## src/rtl/branch_predictor_sa_if.sv

```systemverilog
// Fetch-side lookup and execute-side update signals for the set-associative BTB.
// The master drives PCs and resolved outcomes; the slave (the predictor) returns predictions.
interface branch_predictor_sa_if;
  logic [31:0] PC_F;
  logic        PrPCSrc_F;
  logic [31:0] PrALUResult_F;
  logic        PrHit_F;
  logic        Update_E;
  logic [31:0] PC_E;
  logic        PCSrc_E;
  logic [31:0] ALUResult_E;
  logic        Flush;

  modport master (
    output PC_F, Update_E, PC_E, PCSrc_E, ALUResult_E, Flush,
    input  PrPCSrc_F, PrALUResult_F, PrHit_F
  );
  modport slave (
    input  PC_F, Update_E, PC_E, PCSrc_E, ALUResult_E, Flush,
    output PrPCSrc_F, PrALUResult_F, PrHit_F
  );
endinterface

```

## src/rtl/branch_predictor_sa.sv

```systemverilog
// N-way set-associative BTB with saturating direction counters and per-set round-robin
// replacement. Combinational lookup at fetch, registered update at execute resolution.
module branch_predictor_sa #(
  parameter int SET_BITS = 3,
  parameter int WAYS     = 2,
  parameter int CTR_BITS = 2
) (
  input logic                  clk,
  input logic                  RESETn,
  branch_predictor_sa_if.slave bp
);
  localparam int SETS     = 2 ** SET_BITS;
  localparam int TAG_BITS = 30 - SET_BITS;
  localparam int RR_BITS  = (WAYS > 1) ? $clog2(WAYS) : 1;
  localparam logic [CTR_BITS-1:0] CTR_MAX = {CTR_BITS{1'b1}};
  localparam logic [CTR_BITS-1:0] CTR_WT  = CTR_BITS'(1 << (CTR_BITS - 1));
  localparam logic [CTR_BITS-1:0] CTR_WNT = CTR_BITS'((1 << (CTR_BITS - 1)) - 1);

  logic [WAYS-1:0]     r_valid [SETS];
  logic [TAG_BITS-1:0] r_tag   [SETS][WAYS];
  logic [31:0]         r_tgt   [SETS][WAYS];
  logic [CTR_BITS-1:0] r_ctr   [SETS][WAYS];
  logic [RR_BITS-1:0]  r_rr    [SETS];

  logic [SET_BITS-1:0] w_idx_f, w_idx_e;
  logic [TAG_BITS-1:0] w_tag_f, w_tag_e;
  logic [WAYS-1:0]     w_hv_f, w_hv_e;
  logic [RR_BITS-1:0]  w_way_f, w_way_e, w_inv_way, w_vict;
  logic                w_inv_any, w_hit_f, w_hit_e, w_taken_f;
  logic [CTR_BITS-1:0] w_ctr_f, w_ctr_e;

  assign w_idx_f = bp.PC_F[SET_BITS+1:2];
  assign w_tag_f = bp.PC_F[31:SET_BITS+2];
  assign w_idx_e = bp.PC_E[SET_BITS+1:2];
  assign w_tag_e = bp.PC_E[31:SET_BITS+2];

  for (genvar g = 0; g < WAYS; g++) begin : g_way
    assign w_hv_f[g] = r_valid[w_idx_f][g] && (r_tag[w_idx_f][g] == w_tag_f);
    assign w_hv_e[g] = r_valid[w_idx_e][g] && (r_tag[w_idx_e][g] == w_tag_e);
  end

  // Scan high-to-low so the lowest-numbered matching/invalid way is the one kept.
  always_comb begin
    w_way_f   = '0;
    w_way_e   = '0;
    w_inv_way = '0;
    w_inv_any = 1'b0;
    for (int w = WAYS - 1; w >= 0; w--) begin
      if (w_hv_f[w]) w_way_f = RR_BITS'(w);
      if (w_hv_e[w]) w_way_e = RR_BITS'(w);
      if (!r_valid[w_idx_e][w]) begin
        w_inv_way = RR_BITS'(w);
        w_inv_any = 1'b1;
      end
    end
  end

  assign w_vict    = w_inv_any ? w_inv_way : r_rr[w_idx_e];
  assign w_hit_f   = |w_hv_f;
  assign w_hit_e   = |w_hv_e;
  assign w_ctr_f   = r_ctr[w_idx_f][w_way_f];
  assign w_ctr_e   = r_ctr[w_idx_e][w_way_e];
  assign w_taken_f = w_hit_f && w_ctr_f[CTR_BITS-1];

  assign bp.PrHit_F       = w_hit_f;
  assign bp.PrPCSrc_F     = w_taken_f;
  assign bp.PrALUResult_F = w_taken_f ? r_tgt[w_idx_f][w_way_f] : 32'h0;

  always_ff @(posedge clk or negedge RESETn) begin
    if (!RESETn) begin
      for (int s = 0; s < SETS; s++) begin
        r_valid[s] <= '0;
        r_rr[s]    <= '0;
        for (int w = 0; w < WAYS; w++) begin
          r_tag[s][w] <= '0;
          r_tgt[s][w] <= '0;
          r_ctr[s][w] <= CTR_WNT;
        end
      end
    end else if (bp.Flush) begin
      // Targets and counters are left stale; only valid bits and rr matter.
      for (int s = 0; s < SETS; s++) begin
        r_valid[s] <= '0;
        r_rr[s]    <= '0;
      end
    end else if (bp.Update_E) begin
      if (w_hit_e) begin
        if (bp.PCSrc_E) begin
          if (w_ctr_e != CTR_MAX) r_ctr[w_idx_e][w_way_e] <= w_ctr_e + CTR_BITS'(1);
          r_tgt[w_idx_e][w_way_e] <= bp.ALUResult_E;
        end else if (w_ctr_e != '0) begin
          r_ctr[w_idx_e][w_way_e] <= w_ctr_e - CTR_BITS'(1);
        end
      end else if (bp.PCSrc_E) begin
        r_valid[w_idx_e][w_vict] <= 1'b1;
        r_tag[w_idx_e][w_vict]   <= w_tag_e;
        r_tgt[w_idx_e][w_vict]   <= bp.ALUResult_E;
        r_ctr[w_idx_e][w_vict]   <= CTR_WT;
        if (!w_inv_any)
          r_rr[w_idx_e] <= (r_rr[w_idx_e] == RR_BITS'(WAYS - 1)) ? '0
                                                               : r_rr[w_idx_e] + RR_BITS'(1);
      end
    end
  end
endmodule

```

## src/flat_wrapper.sv

```systemverilog
// flat-port wrapper written by rule: the top's interface ports become plain ports
module branch_predictor_sa_flat 
#(
  parameter int SET_BITS = 3,
  parameter int WAYS     = 2,
  parameter int CTR_BITS = 2
)
  (clk, RESETn, bp_PC_F, bp_Update_E, bp_PC_E, bp_PCSrc_E, bp_ALUResult_E, bp_Flush, bp_PrPCSrc_F, bp_PrALUResult_F, bp_PrHit_F);
  branch_predictor_sa_if bp_i ();
  input logic clk;
  input logic RESETn;
  input wire logic [$bits(bp_i.PC_F)-1:0] bp_PC_F;
  input wire logic [$bits(bp_i.Update_E)-1:0] bp_Update_E;
  input wire logic [$bits(bp_i.PC_E)-1:0] bp_PC_E;
  input wire logic [$bits(bp_i.PCSrc_E)-1:0] bp_PCSrc_E;
  input wire logic [$bits(bp_i.ALUResult_E)-1:0] bp_ALUResult_E;
  input wire logic [$bits(bp_i.Flush)-1:0] bp_Flush;
  output wire logic [$bits(bp_i.PrPCSrc_F)-1:0] bp_PrPCSrc_F;
  output wire logic [$bits(bp_i.PrALUResult_F)-1:0] bp_PrALUResult_F;
  output wire logic [$bits(bp_i.PrHit_F)-1:0] bp_PrHit_F;
  assign bp_i.PC_F = bp_PC_F;
  assign bp_i.Update_E = bp_Update_E;
  assign bp_i.PC_E = bp_PC_E;
  assign bp_i.PCSrc_E = bp_PCSrc_E;
  assign bp_i.ALUResult_E = bp_ALUResult_E;
  assign bp_i.Flush = bp_Flush;
  assign bp_PrPCSrc_F = bp_i.PrPCSrc_F;
  assign bp_PrALUResult_F = bp_i.PrALUResult_F;
  assign bp_PrHit_F = bp_i.PrHit_F;
  branch_predictor_sa #(.SET_BITS(SET_BITS), .WAYS(WAYS), .CTR_BITS(CTR_BITS)) u_core (.clk(clk), .RESETn(RESETn), .bp(bp_i));
endmodule
```

## config.mk

```make
export PLATFORM = sky130hd
export DESIGN_NAME = branch_predictor_sa_flat
export DESIGN_NICKNAME = d
export VERILOG_FILES = /design/src/rtl/branch_predictor_sa_if.sv /design/src/rtl/branch_predictor_sa.sv /design/src/flat_wrapper.sv
export SDC_FILE = /design/constraint.sdc
export NUM_CORES = 2
export LEC_CHECK = 0
export CORE_UTILIZATION = 37
export CTS_CLUSTER_SIZE = 30
export DETAILED_ROUTE_END_ITERATION = 8
export GPL_ROUTABILITY_DRIVEN = 0
export HOLD_SLACK_MARGIN = 0.12
export PLACE_DENSITY = 0.63
export SLEW_MARGIN = 10
export SYNTH_ARGS = -nofsm -noshare
export SYNTH_HDL_FRONTEND = slang
export SYNTH_SLANG_ARGS = --single-unit
```

## constraint.sdc

```tcl
create_clock -name clk -period 7.8 [get_ports clk]
set_clock_uncertainty 0.2 [all_clocks]
set_input_delay 1.95 -clock clk [delete_from_list [all_inputs] [get_ports clk]]
set_output_delay 1.95 -clock clk [all_outputs]
set_load 0.02 [all_outputs]
```

==> results.sh <==
export IMPL_crit_required_ns=5.65
export IMPL_design_die_area_sq_um=140000
export IMPL_synthSimpleGateAreaFrac_pct=3.83
export IMPL_postLayoutCellArea_sq_um=59300
export IMPL_viasPerCell=5.67
export IMPL_seq_area_sq_um=25000
export IMPL_slew_violations=0
export IMPL_holdPathStages=2
export IMPL_dpl_hpwl_um=83300
export IMPL_drt_pass1_iterations=5
export IMPL_dp_slack_ns=-0.515
export IMPL_fmax_ghz=0.130
export IMPL_numCtsBuffers=107
export IMPL_ioPinCount=135
export IMPL_crit_fanout=14
export IMPL_crit_chain="buf_16 > clkbuf_16 > buf_4 > mux4_2 > mux2i_1 > xnor2_1 > nor4_1 > buf_4 > nand2_1 > nor4_2 > buf_4 > nand2_8 > o22a_4 > buf_12 > a21oi_1 > buf_4 > clkdlybuf4s15_2"
export IMPL_period_share_pct=98.6
export IMPL_synthMuxAreaShare_pct=38.7
export IMPL_worstMarginPinSlew_ns=1.05
export IMPL_hold_start="u_core.r_ctr[22]"
export IMPL_grt_max_degree=171
export IMPL_hold_viol=0
export IMPL_layout_common_cells="dfrtp_1 (984), mux2_2 (844), mux4_2 (305)"
export IMPL_crit_path_top_delay_cell="mux4_2"
export IMPL_max_cap_viol_count=0
export IMPL_port_buffers=130
export IMPL_cp_num_buf_inv=8
export IMPL_synth_area_leaders="dfrtp_1 (48%), mux2_2 (19%), mux4_2 (13%)"
export IMPL_yosys_area_top_type="dfrtp_1"
export IMPL_layout_commonest_cell="dfrtp_1"
export IMPL_rsz0062_at_grt="true"
export IMPL_root_buffer="clkbuf_16"
export IMPL_die_y_um=374
export IMPL_drc=0
export IMPL_ys_flop_type="dfrtp_1"
export IMPL_path_delay_family="buffers and inverters"
export IMPL_grt_first_pass_wirelength_um=214000
export IMPL_ys_ff_latch=1000
export IMPL_ir_drop_v=0.000173
export IMPL_leakage_nw=26.2
export IMPL_path_clk_slew_ns=0.06
export IMPL_r2r_end="u_core.r_ctr[23]"
export IMPL_drt_wl_total_um=141000
export IMPL_area_growth_pct=15.8
export IMPL_start_util_pct=37.3
export IMPL_worstSetupPathType="input port to output port"
export IMPL_ctsHoldBuffers=0
export IMPL_whs_endpoint="u_core.r_ctr[22]"
export IMPL_syn_num_nets=3588
export IMPL_multi_input_comb_area_sq_um=24800
export IMPL_grt_pass1_vias=32607
export IMPL_die_x_um=374
export IMPL_core_sq_um=137000
export IMPL_crit_path_max_incr_delay_ns=0.50
export IMPL_worstRegToRegCells=16
export IMPL_insertion_delay_ns=0.73
export IMPL_cts_buffer_depth=3
export IMPL_ctsHtreeMaxLevel=3
export IMPL_fin_ws_ns=0.113
export IMPL_synth_area_per_cell_sq_um=14.7
export IMPL_status="completed"
export IMPL_slew_headroom_pct=29.9
export IMPL_num_rows=136
export IMPL_crit_cells=17
export IMPL_r2r_start="u_core.r_tag[71]"
export IMPL_cp_common_cell="buf_4"
export IMPL_fillers=12499
export IMPL_grt_ovfl_total=0
export IMPL_synthAdderAreaFrac_pct=0.0488
export IMPL_synth_xor_area_share_pct=1.68
export IMPL_syn_area_sq_um=51200
export IMPL_async_reset_ff_share_pct=100
export IMPL_reg2reg_slack_ns=2.62
export IMPL_clock_sinks=1000
export IMPL_layout_drive_gt1_share_pct=47.0
export IMPL_ant_nets=0
export IMPL_synth_compound_area_share_pct=3.73
export IMPL_p_per_area_nw_per_um2=231
export IMPL_synth_top_family_by_area="multiplexers"
export IMPL_worstPathArrival_ns=5.54
export IMPL_final_net_count=3726
export IMPL_antenna_found_initial=13
export IMPL_grt_util_all_layers_pct=20.2
export IMPL_num_vias=31189
export IMPL_start_kind="input port"
export IMPL_hp_class="register to register"
export IMPL_end_kind="output port"
export IMPL_min_period_ns=7.69
export IMPL_syn_inst=3485
export IMPL_post_drt_wl_per_cell_um=25.6
export IMPL_setup_viol_count_final=0
export IMPL_cts_tree="done"
export IMPL_seq_area_frac_synth_pct=48.9
export IMPL_ys_types=76
export IMPL_ys_warn_count=0
export IMPL_place_area_sq_um=55400
export IMPL_drtIter0Drc=2220
export IMPL_synth_top_area_share_pct=48.1
export IMPL_synth_edf_count=0
-- final cells by class --
| type | instances | area share (%) |
|---|---|---|
| multi-input combinational | 2153 | 41.9 |
| clock inverter | 45 | 0.888 |
| inverter | 11 | 0.0696 |
| antenna | 1 | 0.00422 |
| clock buffer | 149 | 5.22 |
| tap | 1794 | 3.78 |
| sequential | 1000 | 42.2 |
| timing repair buffer | 350 | 5.96 |
-- cell usage after synthesis, types with 8 or more instances --
library cell,count
a21boi_0,8
a21o_1,49
a21oi_1,57
a221oi_1,15
a22o_1,8
a22oi_1,11
a2bb2oi_1,10
and2_1,34
buf_1,81
buf_2,106
buf_4,8
buf_6,21
clkbuf_1,101
dfrtp_1,984
dfstp_2,16
inv_1,9
mux2_1,49
mux2_2,844
mux2_4,90
mux2i_1,155
mux4_2,305
nand2_1,75
nand2b_1,39
nand3_1,13
nand4_1,9
nor2_1,20
nor2b_1,44
nor3_1,15
nor3_2,16
nor4_1,24
o21ai_0,44
o22ai_1,25
o311ai_0,8
o41ai_1,8
xnor2_1,90
xor2_1,8
-- worst reg2reg max path, cell delays in order (launching register included) --
cell and delay [ns]:
dfrtp_1 0.39, mux4_2 0.46, mux2i_1 0.18, xnor2_1 0.20, nor4_2 0.50, nand4b_1 0.30, or4_1 0.63, nand2b_1 0.26
mux2i_1 0.25, inv_1 0.07, ha_1 0.18, mux2i_1 0.13, nand3_1 0.24, inv_1 0.26, nand2_1 0.30, a21oi_1 0.35
a2bb2oi_1 0.18
-- worst max path at each step --
stage	from	to	slack, ns
2_1_floorplan	bp_PC_F[3]	bp_PrALUResult_F[10]	0.11
5_1_grt	bp_PC_F[3]	bp_PrALUResult_F[24]	-0.007
6_report	bp_PC_F[3]	bp_PrALUResult_F[26]	0.11
4_1_cts	bp_PC_F[3]	bp_PrALUResult_F[5]	0.0005
3_5_place_dp	bp_PC_F[3]	bp_PrALUResult_F[30]	-0.51
3_3_place_gp	bp_PC_F[3]	bp_PrALUResult_F[30]	-0.52
-- sequential cells by signal, indices dropped and copies added, names as in the netlist --
signal          cells
u_core.r_valid     16
u_core.r_ctr       32
u_core.r_tgt      512
u_core.r_rr         8
u_core.r_tag      432
-- per-stage QoR --
stage	std cells	utilization, %	power, W	setup TNS [ns]	hold WS [ns]
after floorplan	3485	-	0.00779	0	0.244
after global placement	5292	40.3	0.00845	-12.50	0.256
after detailed placement	5292	40.3	0.00851	-12.84	0.262
after CTS	5489	43.0	0.0138	0	0.274
after global routing	5503	43.1	0.0143	-0.0222	0.300
final	5503	43.1	0.0137	0	0.274
-- power by group --
part	total, W	switching, W	internal (W)
clock network	0.00523	0.00222	0.00301
registers	0.00627	0.000414	0.00586
logic	0.00218	0.000911	0.00127
-- kinds of logic (layout without fill, tap and decap cells) --
kind of cell             after synthesis  in the layout
XOR/XNOR                              98             98
flip-flops                          1000           1000
other                                  0              1
AND/OR/NAND/NOR                      329            329
AO/OA/AOI/OAI                        281            281
multiplexers                        1443           1443
buffers and inverters                332            555
adder cells (fa/ha/maj)                2              2
-- timing repair --
item / in CTS / in global routing
setup buffers: 0 / 10
hold endpoints to repair: 0 / 0
endpoints found under the setup margin: 33 / 33
cloned: 3 / 3
pin swaps: 2 / 5
resized for setup: 63 / 57
-- routing by layer --
layer | up-vias | part of all wire, % | GRT usage [%]
met5 | - | 0.080 | 0
met4 | 18 | 3.0 | 6.09
met3 | 235 | 5.3 | 3.63
met2 | 835 | 47 | 32.0
met1 | 16752 | 45 | 28.1
li1 | 13349 | - | -
Power figures use the tool's default switching activity.
